File: config.mk
export PLATFORM = sky130hd
export DESIGN_NAME = irq_pending_ctrl
export DESIGN_NICKNAME = d
export VERILOG_FILES = /design/src/rtl/irq_pending_ctrl_pkg.sv /design/src/rtl/irq_prio_enc.sv /design/src/rtl/irq_pending_ctrl.sv
export SDC_FILE = /design/constraint.sdc
export NUM_CORES = 1
export LEC_CHECK = 0
export CORE_ASPECT_RATIO = 1.25
export CORE_MARGIN = 3
export CORE_UTILIZATION = 30
export DETAILED_ROUTE_END_ITERATION = 12
export SLEW_MARGIN = 5
export SYNTH_ARGS = -nofsm -noshare
export SYNTH_HDL_FRONTEND = slang
export SYNTH_SLANG_ARGS = --single-unit
File: constraint.sdc
create_clock -name clk -period 2.05 [get_ports clk]
set_clock_uncertainty 0.15 [all_clocks]
set_input_delay 0.41 -clock clk [delete_from_list [all_inputs] [get_ports clk]]
set_output_delay 0.41 -clock clk [all_outputs]
set_load 0.005 [all_outputs]
File: src/rtl/irq_pending_ctrl_pkg.sv
// Shared definitions for the machine-mode interrupt front end: FSM encodings,
// boolean constants and the cause-to-mcause mapping used by the trap unit.
package irq_pending_ctrl_pkg;

  typedef enum logic [1:0] {
    IRQ_IDLE = 2'd0,
    IRQ_REQ  = 2'd1,
    IRQ_TRAP = 2'd2
  } irq_state_e;

  localparam logic TRUE  = 1'b1;
  localparam logic FALSE = 1'b0;

  // Platform interrupts sit above the 16 standard causes, interrupt bit set.
  localparam logic [31:0] IRQ_MCAUSE_BASE = 32'h8000_0010;

  function automatic logic [31:0] irq_mcause(input logic [4:0] cause);
    return IRQ_MCAUSE_BASE | {27'd0, cause};
  endfunction

endpackage

File: src/rtl/irq_prio_enc.sv
// Combinational fixed-priority encoder: lowest set index wins.
module irq_prio_enc #(
  parameter int NUM_IRQ = 8,
  parameter int CAUSE_W = 3
) (
  input  logic [NUM_IRQ-1:0] req_i,
  output logic               valid_o,
  output logic [CAUSE_W-1:0] index_o
);

  always_comb begin
    valid_o = 1'b0;
    index_o = '0;
    // Scan downwards so the lowest asserted index is the last one assigned.
    for (int i = NUM_IRQ - 1; i >= 0; i--) begin
      if (req_i[i]) begin
        valid_o = 1'b1;
        index_o = CAUSE_W'(i);
      end
    end
  end

endmodule

File: src/rtl/irq_pending_ctrl.sv
// Interrupt sampling, per-line pending state and request/ack/mret FSM.
// Define IRQ_SYNC_EN to insert a synchroniser flop ahead of the sample register.
module irq_pending_ctrl
  import irq_pending_ctrl_pkg::*;
#(
  parameter int                 NUM_IRQ   = 8,
  parameter int                 CAUSE_W   = (NUM_IRQ > 1) ? $clog2(NUM_IRQ) : 1,
  parameter logic [NUM_IRQ-1:0] EDGE_MASK = {NUM_IRQ{1'b0}}
) (
  input  logic               clk,
  input  logic               rst_n,
  input  logic [NUM_IRQ-1:0] irq_i,
  input  logic [NUM_IRQ-1:0] irq_en_i,
  input  logic               global_ie_i,
  input  logic               ack_i,
  input  logic               mret_i,
  output logic               req_o,
  output logic [CAUSE_W-1:0] cause_o,
  output logic [NUM_IRQ-1:0] pending_o
);

  irq_state_e         state_q;
  logic               req_q;
  logic [CAUSE_W-1:0] cause_q;

  logic [NUM_IRQ-1:0] s_d, s_q, s_prev_q;
  logic [NUM_IRQ-1:0] pend_d, pend_q;
  logic [NUM_IRQ-1:0] set_vec, clr_vec, elig;
  logic               win_valid;
  logic [CAUSE_W-1:0] win_idx;
  logic               cause_elig;

`ifdef IRQ_SYNC_EN
  logic [NUM_IRQ-1:0] meta_q;
  // The sample register doubles as the second synchroniser stage.
  always_comb s_d = meta_q;
`else
  always_comb s_d = irq_i;
`endif

  // Sample stage
  always_ff @(posedge clk) begin
    if (!rst_n) begin
`ifdef IRQ_SYNC_EN
      meta_q   <= '0;
`endif
      s_q      <= '0;
      s_prev_q <= '0;
    end else begin
`ifdef IRQ_SYNC_EN
      meta_q   <= irq_i;
`endif
      s_q      <= s_d;
      s_prev_q <= s_q;
    end
  end

  // Pending stage
  always_comb begin
    clr_vec = '0;
    if (state_q == IRQ_REQ && ack_i) clr_vec[cause_q] = 1'b1;
    clr_vec = clr_vec & EDGE_MASK;
    set_vec = s_q & ~s_prev_q & EDGE_MASK;
    // A fresh edge in the ack cycle keeps the line pending.
    pend_d  = (EDGE_MASK & ((pend_q & ~clr_vec) | set_vec)) | (~EDGE_MASK & s_q);
  end

  always_ff @(posedge clk) begin
    if (!rst_n) pend_q <= '0;
    else        pend_q <= pend_d;
  end

  assign elig       = pend_q & irq_en_i & {NUM_IRQ{global_ie_i}};
  assign cause_elig = elig[cause_q];

  irq_prio_enc #(
    .NUM_IRQ (NUM_IRQ),
    .CAUSE_W (CAUSE_W)
  ) u_prio_enc (
    .req_i   (elig),
    .valid_o (win_valid),
    .index_o (win_idx)
  );

  // Request FSM stage
  always_ff @(posedge clk) begin
    if (!rst_n) begin
      state_q <= IRQ_IDLE;
      req_q   <= FALSE;
      cause_q <= '0;
    end else begin
      case (state_q)
        IRQ_IDLE: begin
          if (win_valid) begin
            state_q <= IRQ_REQ;
            req_q   <= TRUE;
            cause_q <= win_idx;
          end
        end
        IRQ_REQ: begin
          if (ack_i) begin
            state_q <= IRQ_TRAP;
            req_q   <= FALSE;
          end else if (!cause_elig) begin
            state_q <= IRQ_IDLE;
            req_q   <= FALSE;
          end
        end
        IRQ_TRAP: begin
          if (mret_i) state_q <= IRQ_IDLE;
        end
        default: begin
          state_q <= IRQ_IDLE;
          req_q   <= FALSE;
        end
      endcase
    end
  end

  assign req_o     = req_q;
  assign cause_o   = cause_q;
  assign pending_o = pend_q;

endmodule

* Yosys cells after proc, flatten, opt, wreduce, memory -nomap -nowiden
Index checks and enable logic that the tools add are counted.
** Storage, ports and cells
- Register bits after elaboration :: 22
- Input port bits :: 21
- Output and inout port bits :: 12
- Word-level logic and storage cells :: 45
** Operators by class
- Order comparisons :: 1
- Eq/ne operators :: 5
- Multiplexer cells :: 27
- Bitwise gates (word level) :: 3
- Reductions and logical operators :: 4
** Operators by type and width (count)
- $mux W3 :: 8
- $and A8 B8 Y8 :: 2
- $mux W1 :: 12
- $mux W2 :: 4
- $pmux W2 S3 :: 1
- $reduce_and A3 Y1 :: 2
- $lt A3 B4 Y1 const B :: 1
- $bmux W1 S3 :: 1
- $ne A3 B3 Y1 const B :: 1
- $pmux W1 S3 :: 1
- $eq A2 B1 Y1 const B :: 1
- $eq A2 B2 Y1 const B :: 1
- $logic_not A2 Y1 :: 1
- $ne A2 B1 Y1 const B :: 1
- $ne A2 B2 Y1 const B :: 1
- $reduce_and A2 Y1 :: 1
- $not A1 Y1 :: 1

* Logic depth before layout (Yosys ltp)
- Word-level depth :: 12
- Gate-level depth with buffers :: 4
- Gate-level depth less buffers :: 4

* Hierarchy
A second synthesis with hierarchy kept.
** Second synthesis, totals
- Cell total of the unflattened synthesis :: 94
- Area total of the unflattened synthesis :: 887.1 um2
** By module, submodules not included
- irq_pending_ctrl :: times used 1, cells an instance 81, area an instance 807.0 um2, seq. area each 440.4 um2
- irq_prio_enc :: times used 1, cells an instance 13, area an instance 80.1 um2, seq. area each 0.0 um2

* Least setup slack after synthesis
Ideal clock, no wire load.
- Path kind :: input to register
- Start point :: input port global_ie_i
- End point :: register cause_q[0] (netlist: cause_o[0])
- Setup time :: 0.076 ns
- Arrival :: 1.212 ns
- Data required time :: 1.824 ns
- Setup slack :: 0.613 ns
- Stages on the path :: 4
- Buffers on the path :: 0
- Cells stage by stage :: or3b_4 > a41oi_2 > nand4_1 > o22ai_1
** Between the ends
- Longest elaborated chain between the ends :: 10
- Elaborated cells on any way between the ends :: 18
- Those cells by class :: 16 x mux; 1 x bitwise; 1 x reduce/logical
** RTL lines
- start: declaration :: RTL line irq_pending_ctrl.sv:14 : input logic global_ie_i,
- $and A8 B8 Y8 * :: RTL line irq_pending_ctrl.sv:73 : assign elig = pend_q & irq_en_i & {NUM_IRQ{global_ie_i}};
- $mux W1 (8 in series) :: RTL line irq_prio_enc.sv:16 : if (req_i[i]) begin
- $reduce_and A2 Y1 (no line)
- end signal: assignment :: RTL line irq_pending_ctrl.sv:97 : cause_q <= win_idx;
- end: declaration :: RTL line irq_pending_ctrl.sv:24 : logic [CAUSE_W-1:0] cause_q;
Every way passes the cells marked *; elsewhere a longest branch is shown, timed or not.
A chain may end at the register's enable or synchronous reset.

* Worst setup path in the final report
- Start point :: register cause_q[0] (netlist: cause_o[0])
- End point :: output port cause_o[0]
** RTL lines
- end: declaration :: RTL line irq_pending_ctrl.sv:18 : output logic [CAUSE_W-1:0] cause_o,
No word-level cell between the ends.

==> qor.yml <==
outcome: "completed"
ant_nets: 0
post_drt_wl_per_cell_um: 12.64
synth_top_family_by_area: "simple AND/OR/NAND/NOR gates"
reg2reg_from: "cause_o[0]$_SDFFE_PN0P_"
grt_pass1_vias: 808
io_pins: 33
fin_nets: 150
total_power_mw: 0.7857
synthCells: 92
die-area_um2: 3682
synth_edf_count: 0
final.setup.tns_ps: 0
cts_tree: "yes"
endpoint: "cause_o[0]"
hp-class: "flop to flop"
synth_mux_area_frac: 0
power_density_nw_per_um2: 609.7
grt_start_max_net_pins: 15
critical_path_buf_inv_count: 1
track_usage: 0.1279
coreArea_um2: 2759
arrival_ps: 1370
reg2reg_slack_ps: 460
cpPeakStageDelay_ps: 570
syn_nets: 113
startpoint_type: "flop"
cp_cell_sequence: "clkdlybuf4s50_1"
finalSetupViolations: 0
worst_pin_slew_ps: 421.2
synth_seq_area_share: 0.4916
critPathTopFamily: "buffers and inverters"
peakVddDrop_uv: 423.6
synth_ff_type: "dfxtp_1"
drt-vias-per-instance: 5.075
htreeDepth: 1
synth_fa_ha_area_frac: 0
worstSetupStartpoint: "cause_o[0]$_SDFFE_PN0P_"
maxSlewViolCount: 0
synth.avg_cell_area_um2: 9.738
drtPass1Iterations: 4
clock_latency_ps: 300
path_max_fanout: 10
syn-cell-area_um2: 895.9
ctsResizeCount: 0
antenna_found_initial: 0
synth-seq-cells: 22
critPathKind: "flop to primary output"
clock-sinks: 22
reg2reg_depth: 4
reg2reg_to: "req_o$_SDFFE_PN0P_"
postCtsHoldBufs: 0
finalCritPeriodShare: 0.9398
slowest_stage: "clkdlybuf4s50_1"
io_buffers: 32
layout-drive-gt1-share: 0.07087
dieWidth_um: 54.88
drt-total-wl_um: 2035
drt-initial-drc-count: 15
hpwl_um: 1607
drv_cap: 0
finalHoldViolations: 0
area_growth_pct: 43.86
grt_pass1_wl_um: 3346
clk_pin_slew_worst_paths_ps: 110
post_cts_buffers: 0
cts_max_path_buffers: 2
power_leakage_nw: 0.4482
cts_made_buffers: 3
place.gp.congestion: 0.7634
worstSetupEndpointType: "primary output"
synthSimpleGateAreaFrac: 0.3436
synthArstFlopShare: 0
grt_setup_unrepaired: "no"
slew_headroom: 0.7192
synth_compound_gate_area_share: 0.1564
num_antenna_cells: 0
placementRows: 21
max_freq_ghz: 0.5191
cp.depth: 1
vias: 817
clockRootBuffer: "clkbuf_4"
start_util: 0.3247
synth-xor-area-share: 0
overflow: 0
drc: 0
layout_min_cycle_time_ps: 1927
yosysUniqueCellTypes: 27
critPathRequiredTime_ps: 1490
yosysWarnings: 0
die-height_um: 67.10
-- state kept, by name (all words and copies together), names as in the netlist --
register   cells
pending_o      8
req_o          1
state_q        2
pend_d         8
cause_o        3
-- how the worst min path moves through the flow --
stage	cells after the start	startpoint	to
after detailed placement	1	pend_d[7]$_SDFF_PN0_	pending_o[7]$_SDFF_PN0_
after CTS	1	pend_d[7]$_SDFF_PN0_	pending_o[7]$_SDFF_PN0_
final	1	pend_d[7]$_SDFF_PN0_	pending_o[7]$_SDFF_PN0_
after global placement	1	pend_d[1]$_SDFF_PN0_	pending_o[1]$_SDFF_PN0_
after floorplan	1	pend_d[0]$_SDFF_PN0_	pending_o[0]$_SDFF_PN0_
after global routing	1	pend_d[7]$_SDFF_PN0_	pending_o[7]$_SDFF_PN0_
-- cell usage after synthesis, types with 2 or more instances --
| cell | number | area share |
|---|---|---|
| a32o_1 | 2 | 0.022 |
| nand2b_1 | 2 | 0.014 |
| nor2_1 | 3 | 0.013 |
| clkbuf_1 | 2 | 0.0084 |
| and2_1 | 17 | 0.12 |
| nand3_1 | 2 | 0.011 |
| nand4b_1 | 3 | 0.029 |
| a22oi_1 | 4 | 0.034 |
| a21oi_1 | 5 | 0.028 |
| nand3b_1 | 4 | 0.034 |
| nand4_1 | 3 | 0.021 |
| dfxtp_1 | 22 | 0.49 |
| nand2_1 | 9 | 0.038 |
-- kinds of logic after synthesis --
logic type,Yosys count
buf+inv,2
simple gates,49
compound gates,19
flops,22
-- metal layers --
metal	track usage	part of all wire	vias up
li1	-	-	407
met1	0.1452	0.43	380
met2	0.2041	0.51	24
met3	0.03579	0.046	6
met4	0.07788	0.020	0
met5	0	0	-
-- layout make-up --
class	instances	area [um^2]
fill	284	1470
timing repair buffer	34	335.3
sequential	22	440.4
multi-input combinational	68	447.9
tap	34	42.54
clock buffer	3	22.52
-- metrics by stage --
step / utilization / worst slack (ps) / area, um^2 / instances / hold slack [ps]
global route: 0.4671 / 10.79 / 1289 / 161 / 308.2
floorplan: - / 612.6 / 895.9 / 92 / 261.9
CTS: 0.4671 / 97.32 / 1289 / 161 / 298.2
finish: 0.4671 / 123.5 / 1289 / 161 / 295.6
global placement: 0.4590 / 69.13 / 1266 / 158 / 264.4
detailed placement: 0.4590 / 25.02 / 1266 / 158 / 268.3
-- layout by cell type, fill, tap and decap left out --
cell type,instances
a21boi_1,1
a21oi_1,5
a22oi_1,4
a31oi_1,1
a32o_1,2
a41oi_1,1
a41oi_2,1
and2_1,17
and3b_2,1
buf_4,2
clkbuf_4,3
clkdlybuf4s50_1,32
dfxtp_1,22
nand2_1,9
nand2b_1,2
nand3_1,2
nand3b_1,4
nand4_1,3
nand4b_1,3
nand4bb_1,1
nor2_1,3
nor2b_1,1
nor3b_1,1
nor3b_2,1
o211ai_1,1
o21ai_0,1
o22ai_1,1
o31ai_1,1
or3b_4,1
-- power breakdown --
part           internal, mW  switching (mW)
Sequential            0.449          0.0176
Combinational        0.0846          0.0440
Clock                0.0685           0.122
Total                 0.602           0.183
Power figures use the tool's default switching activity.
==> RTL edit 1: new RTL, same settings <==
`NUM_IRQ` is set to 8 in 2 places; all go to 16.
--- a/src/rtl/irq_prio_enc.sv
+++ b/src/rtl/irq_prio_enc.sv
@@ -2,3 +2,3 @@
 module irq_prio_enc #(
-  parameter int NUM_IRQ = 8,
+  parameter int NUM_IRQ = 16,
   parameter int CAUSE_W = 3
--- a/src/rtl/irq_pending_ctrl.sv
+++ b/src/rtl/irq_pending_ctrl.sv
@@ -5,3 +5,3 @@
 #(
-  parameter int                 NUM_IRQ   = 8,
+  parameter int                 NUM_IRQ   = 16,
   parameter int                 CAUSE_W   = (NUM_IRQ > 1) ? $clog2(NUM_IRQ) : 1,
Ports: changed (resized cause_o, irq_en_i, irq_i and pending_o); port bits go from 33 to 58. The function was not compared with the original's and may differ.
==> RTL edit 1 against the unedited design <==
Wire length is 96% higher; combinational power is 110% higher; worst hold slack worse by 0.022 ns; setup slack worse by 0.050 ns; synthesized cell count is 85% higher; cell area is 95% higher; sequential cell count is 17 higher; area after synthesis is 83% higher; power is 110% higher; critical path type is now input pin to register; largest cell class unchanged; highest routed layer unchanged.
==> RTL edit 1: results (changes against the unedited design) <==
Run status
  • Outcome: complete, no violations

Final layout
  • Buffering overhead: 0.280 (+0.0197)
  • Fraction of area in multi-input gates: 0.337 (-0.0109)
  • Fillcell total: 508 (+79%)
  • Fraction of area in registers: 0.311 (-0.0305)
  • Final-layout clock-cell area share: 0.0369 (+0.0194)
  • Net count reported at finish: 280 (+87%)
  • Signal buffers: 73 (+110%)

Critical path
  • Crit path DAT: 1.99 ns (+0.62 ns)
  • Slowest stage delay, CP: 0.47 ns (-0.10 ns)
  • Worst Setup EP: req_o$_SDFFE_PN0P_
  • Worst r2r src: cause_o[1]$_SDFFE_PN0P_
  • Top cell family by delay on the critical path: compound AO/OA/AOI/OAI gates
  • R2r setup slk: 0.19 ns (-0.27 ns)
  • Crit Path Max Fanout: 2 (-8)

Timing
  • Hold WS: 0.274 ns (-0.0217 ns)
  • Slew HR: 0.726 (+0.00632)
  • Crit share post-route: 0.964 (+0.0244)

Global routing
  • Grt met2 use: 0.213 (+0.00878)
  • Largest net degree at the start of global routing: 33 (+18)
  • Met1 Resource Use GR: 0.149 (+0.00379)
  • GR Util All Layers: 0.126 (-0.00153)
  • First-pass GRT wire length: 6280 µm (+88%)
  • Met3 usage: 0.0386 (+0.00284)

Logic synthesis
  • Synthesized area per cell: 9.66 µm² (-0.76%)
  • Seq cells post-synth: 39 (+77%)
  • Sequential area share after synthesis: 0.475 (-0.0164)
  • Top cells by count, synth: and2_1 (39), dfxtp_1 (39), nand2_1 (12)
  • Yosys cell types: 37 (+37%)

CTS
  • CTS Buf Count: 5 (+2)
  • # H-tree levels: 2 (+1)
  • CTS Root Cell: clkbuf_8
  • CTS clk-pin slew, worst paths: 0.08 ns (-0.03 ns)

Placed design
  • I/O Buffers: 57 (+78%)
  • Detailed placement HPWL: 3090 µm (+92%)
  • Post-DP Area: 2370 µm² (+88%)
  • Dpl ws: -0.259 ns (-0.284 ns)
  • GP Congestion: 0.824 (+7.9%)
  • Post-placement cell count: 297 (+88%)

Power and ir drop
  • Max VDD drop: 0.000370 V (-13%)
  • Power share of the combinational group: 0.167 (+0.003)
  • Power share of the sequential group: 0.507 (-0.087)
  • Static Leak: 0.909 nW (+100%)
  • Sw Ratio: 0.257 (+0.0236)

Routing
  • DR WL/cell: 13.0 µm (+3.0%)
  • M1 wire length: 1710 µm (+98%)
  • Met3 WL: 231 µm (+150%)
  • Via density: 4.70 (-7.5%)
  • Routed met2 length: 1970 µm (+91%)

Hold path
  • Hold worst-path end: pending_o[9]$_SDFF_PN0_
  • HP Start: pend_d[9]$_SDFF_PN0_

Floorplan
  • Total core area: 5190 µm² (+88%)
==> RTL edit 1: cells by family after synthesis <==
family | Yosys count | share of synthesized area
AOI/OAI and AO/OA | 43 | 0.206
muxes | 2 | 0.0274
buffers and inverters | 10 | 0.0320
and+or+nand+nor | 76 | 0.259
DFF | 39 | 0.475
==> RTL edit 1: stage by stage <==
step,utilization,total power [mW]
2_1_floorplan,-,0.949
3_3_place_gp,0.458,1.11
3_5_place_dp,0.458,1.11
4_1_cts,0.476,1.65
5_1_grt,0.484,1.72
6_report,0.484,1.63
==> RTL edit 1: what timing repair did <==
| action | CTS | global route |
|---|---|---|
| setup buffers | 0 | 1 |
| gates resized for setup | 0 | 7 |
| setup endpoints to repair | 0 | 4 |
==> RTL edit 1: worst reg2reg max path: cells and delay by family (launching register included) <==
| family | cells | cell delay [ns] |
|---|---|---|
| AOI/OAI and AO/OA | 3 | 0.54 |
| DFF | 1 | 0.51 |
| muxes | 1 | 0.57 |
==> RTL edit 2: new RTL, same settings <==
Made on the original files. The 3 states of `irq_state_e` get a one-hot encoding in 3 bits.
--- a/src/rtl/irq_pending_ctrl_pkg.sv
+++ b/src/rtl/irq_pending_ctrl_pkg.sv
@@ -4,6 +4,6 @@
 
-  typedef enum logic [1:0] {
-    IRQ_IDLE = 2'd0,
-    IRQ_REQ  = 2'd1,
-    IRQ_TRAP = 2'd2
+  typedef enum logic [2:0] {
+    IRQ_IDLE = 3'b001,
+    IRQ_REQ  = 3'b010,
+    IRQ_TRAP = 3'b100
   } irq_state_e;
Formal check against the unedited RTL: same outputs for any inputs over 10 cycles, from zero or initial values and one cycle with rst_n low; not proved beyond that.
==> RTL edit 2 against the unedited design <==
Setup slack worse by 0.040 ns; area after synthesis is 5.2% higher; via count is 7.0% higher; cell area is 8.7% higher; sequential cell count is 1 higher; sequential power is 4.9% higher; power is 7.6% higher; sequential share of layout area is 1.3 points lower; register-to-register slack worse by 0.28 ns; wire length is 3.0% higher; first-iteration DRC count is 53% higher; die area is 4.7% higher.
==> RTL edit 2: results (changes against the unedited design) <==
Power and ir drop
  • Max VDD drop: 0.000352 V (-17%)
  • Static Leak: 0.528 nW (+18%)

Logic synthesis
  • Sequential area share after synthesis: 0.489 (-0.00291)
  • Ranking of synthesized cells by area: dfxtp_1 (49%), and2_1 (11%), mux4_2 (4.8%), nand2_1 (4.0%), a22o_1 (3.7%)
  • Yosys warning count: 0 (unchanged)
  • Compound-Gate Fraction of Synth Area: 0.178 (+0.0215)
  • Post-synthesis mux area share: 0.0598 (+0.0598)
  • Yosys cell types: 32 (+19%)
  • Top cells by count, synth: dfxtp_1 (23), and2_1 (16), nand2_1 (10)

Final layout
  • Share of layout cells above drive strength 1: 0.144 (+0.0730)
  • Net count reported at finish: 161 (+7.3%)

Hold path
  • HP Start: pend_d[5]$_SDFF_PN0_
  • Hold path depth: 1 (unchanged)
  • Hold worst-path end: pending_o[5]$_SDFF_PN0_

Global routing
  • GR Util All Layers: 0.115 (-0.0126)
  • Largest net degree at the start of global routing: 13 (-2)
  • Vias in the first global route: 885 (+9.5%)
  • First-pass GRT wire length: 3520 µm (+5.2%)

Placed design
  • GP Congestion: 0.829 (+8.6%)
  • Detailed placement HPWL: 1710 µm (+6.2%)

Critical path
  • Crit path DAT: 2.01 ns (+0.64 ns)
  • Crit Path Max Fanout: 3 (-7)
  • R2r setup slk: 0.18 ns (-0.28 ns)
  • Reg-to-Reg End: state_q[0]$_SDFFE_PN1P_
  • Critical path origin: irq_en_i[2]
  • Worst r2r src: state_q[1]$_SDFFE_PN0P_

Routing
  • Iteration-0 DRC Markers: 23 (+8)
  • Via density: 4.99 (-1.6%)
  • DR WL/cell: 12.0 µm (-5.2%)

Run status
  • Outcome: complete, no violations

Timing
  • Transition time at the pin with the least slew margin: 0.411 ns (-0.00973 ns)
-- RTL edit 2: cell types whose count changed after synthesis, moves of 2 or more --
cell	unedited run	this run
a21oi_1	5	3
a22o_1	0	4
a22oi_1	4	0
inv_1	0	3
mux4_2	0	2
nand3b_1	4	1
nand4_1	3	0
nand4b_1	3	0
nor2_1	3	5
-- RTL edit 2: cell type report --
cell class	count	area, µm²
Fill cell	301	1570
Sequential cell	23	460
Multi-Input combinational cell	66	455
Timing Repair Buffer	43	403
Tap cell	36	45.0
Clock buffer	4	26.3
Inverter	3	11.3
-- RTL edit 2: worst max path at each step --
stage                               to  slack (ns)  cells past startpoint
3_3_place_gp   state_q[0]$_SDFFE_PN1P_       -0.23                      5
3_5_place_dp   state_q[0]$_SDFFE_PN1P_       -0.22                      5
2_1_floorplan  state_q[0]$_SDFFE_PN1P_        0.32                      4
4_1_cts        state_q[0]$_SDFFE_PN1P_        0.11                      5
6_report       state_q[0]$_SDFFE_PN1P_        0.08                      5
5_1_grt        state_q[0]$_SDFFE_PN1P_        0.04                      5
-- RTL edit 2: worst max-delay path, cell delays in order --
cell and delay (ns):
clkdlybuf4s50_1 0.50, nand2_1 0.08, mux4_2 0.46, o22a_1 0.25
a221o_1 0.31
-- RTL edit 2: per-layer routing --
layer  vias up  part of all wire  global-route usage
met5         -                 0                   0
met2        29              0.50               0.224
met4         0            0.0062              0.0386
li1        430                 -                   -
met3         2             0.059              0.0279
met1       413              0.43               0.123
-- RTL edit 2: power by group --
group	internal (mW)	total [mW]	switching, mW	leakage [nW]
clock	0.0757	0.196	0.120	0.0150
sequential	0.471	0.490	0.0193	0.189
combinational	0.107	0.159	0.0521	0.324
-- RTL edit 2: logic make-up after synthesis --
| group | count (synthesis) |
|---|---|
| flip-flops | 23 |
| multiplexers | 3 |
| AND/OR/NAND/NOR | 42 |
| AO/OA/AOI/OAI | 21 |
| buffers and inverters | 6 |
-- RTL edit 2: metrics by stage --
step / instances / hold slack [ns] / cell area, µm² / setup slack (ns)
final: 175 / 0.295 / 1400 / 0.0840
after global routing: 175 / 0.312 / 1400 / 0.0389
after global placement: 171 / 0.264 / 1380 / -0.234
after detailed placement: 171 / 0.269 / 1380 / -0.222
after CTS: 175 / 0.299 / 1400 / 0.106
after floorplan: 95 / 0.262 / 942 / 0.317
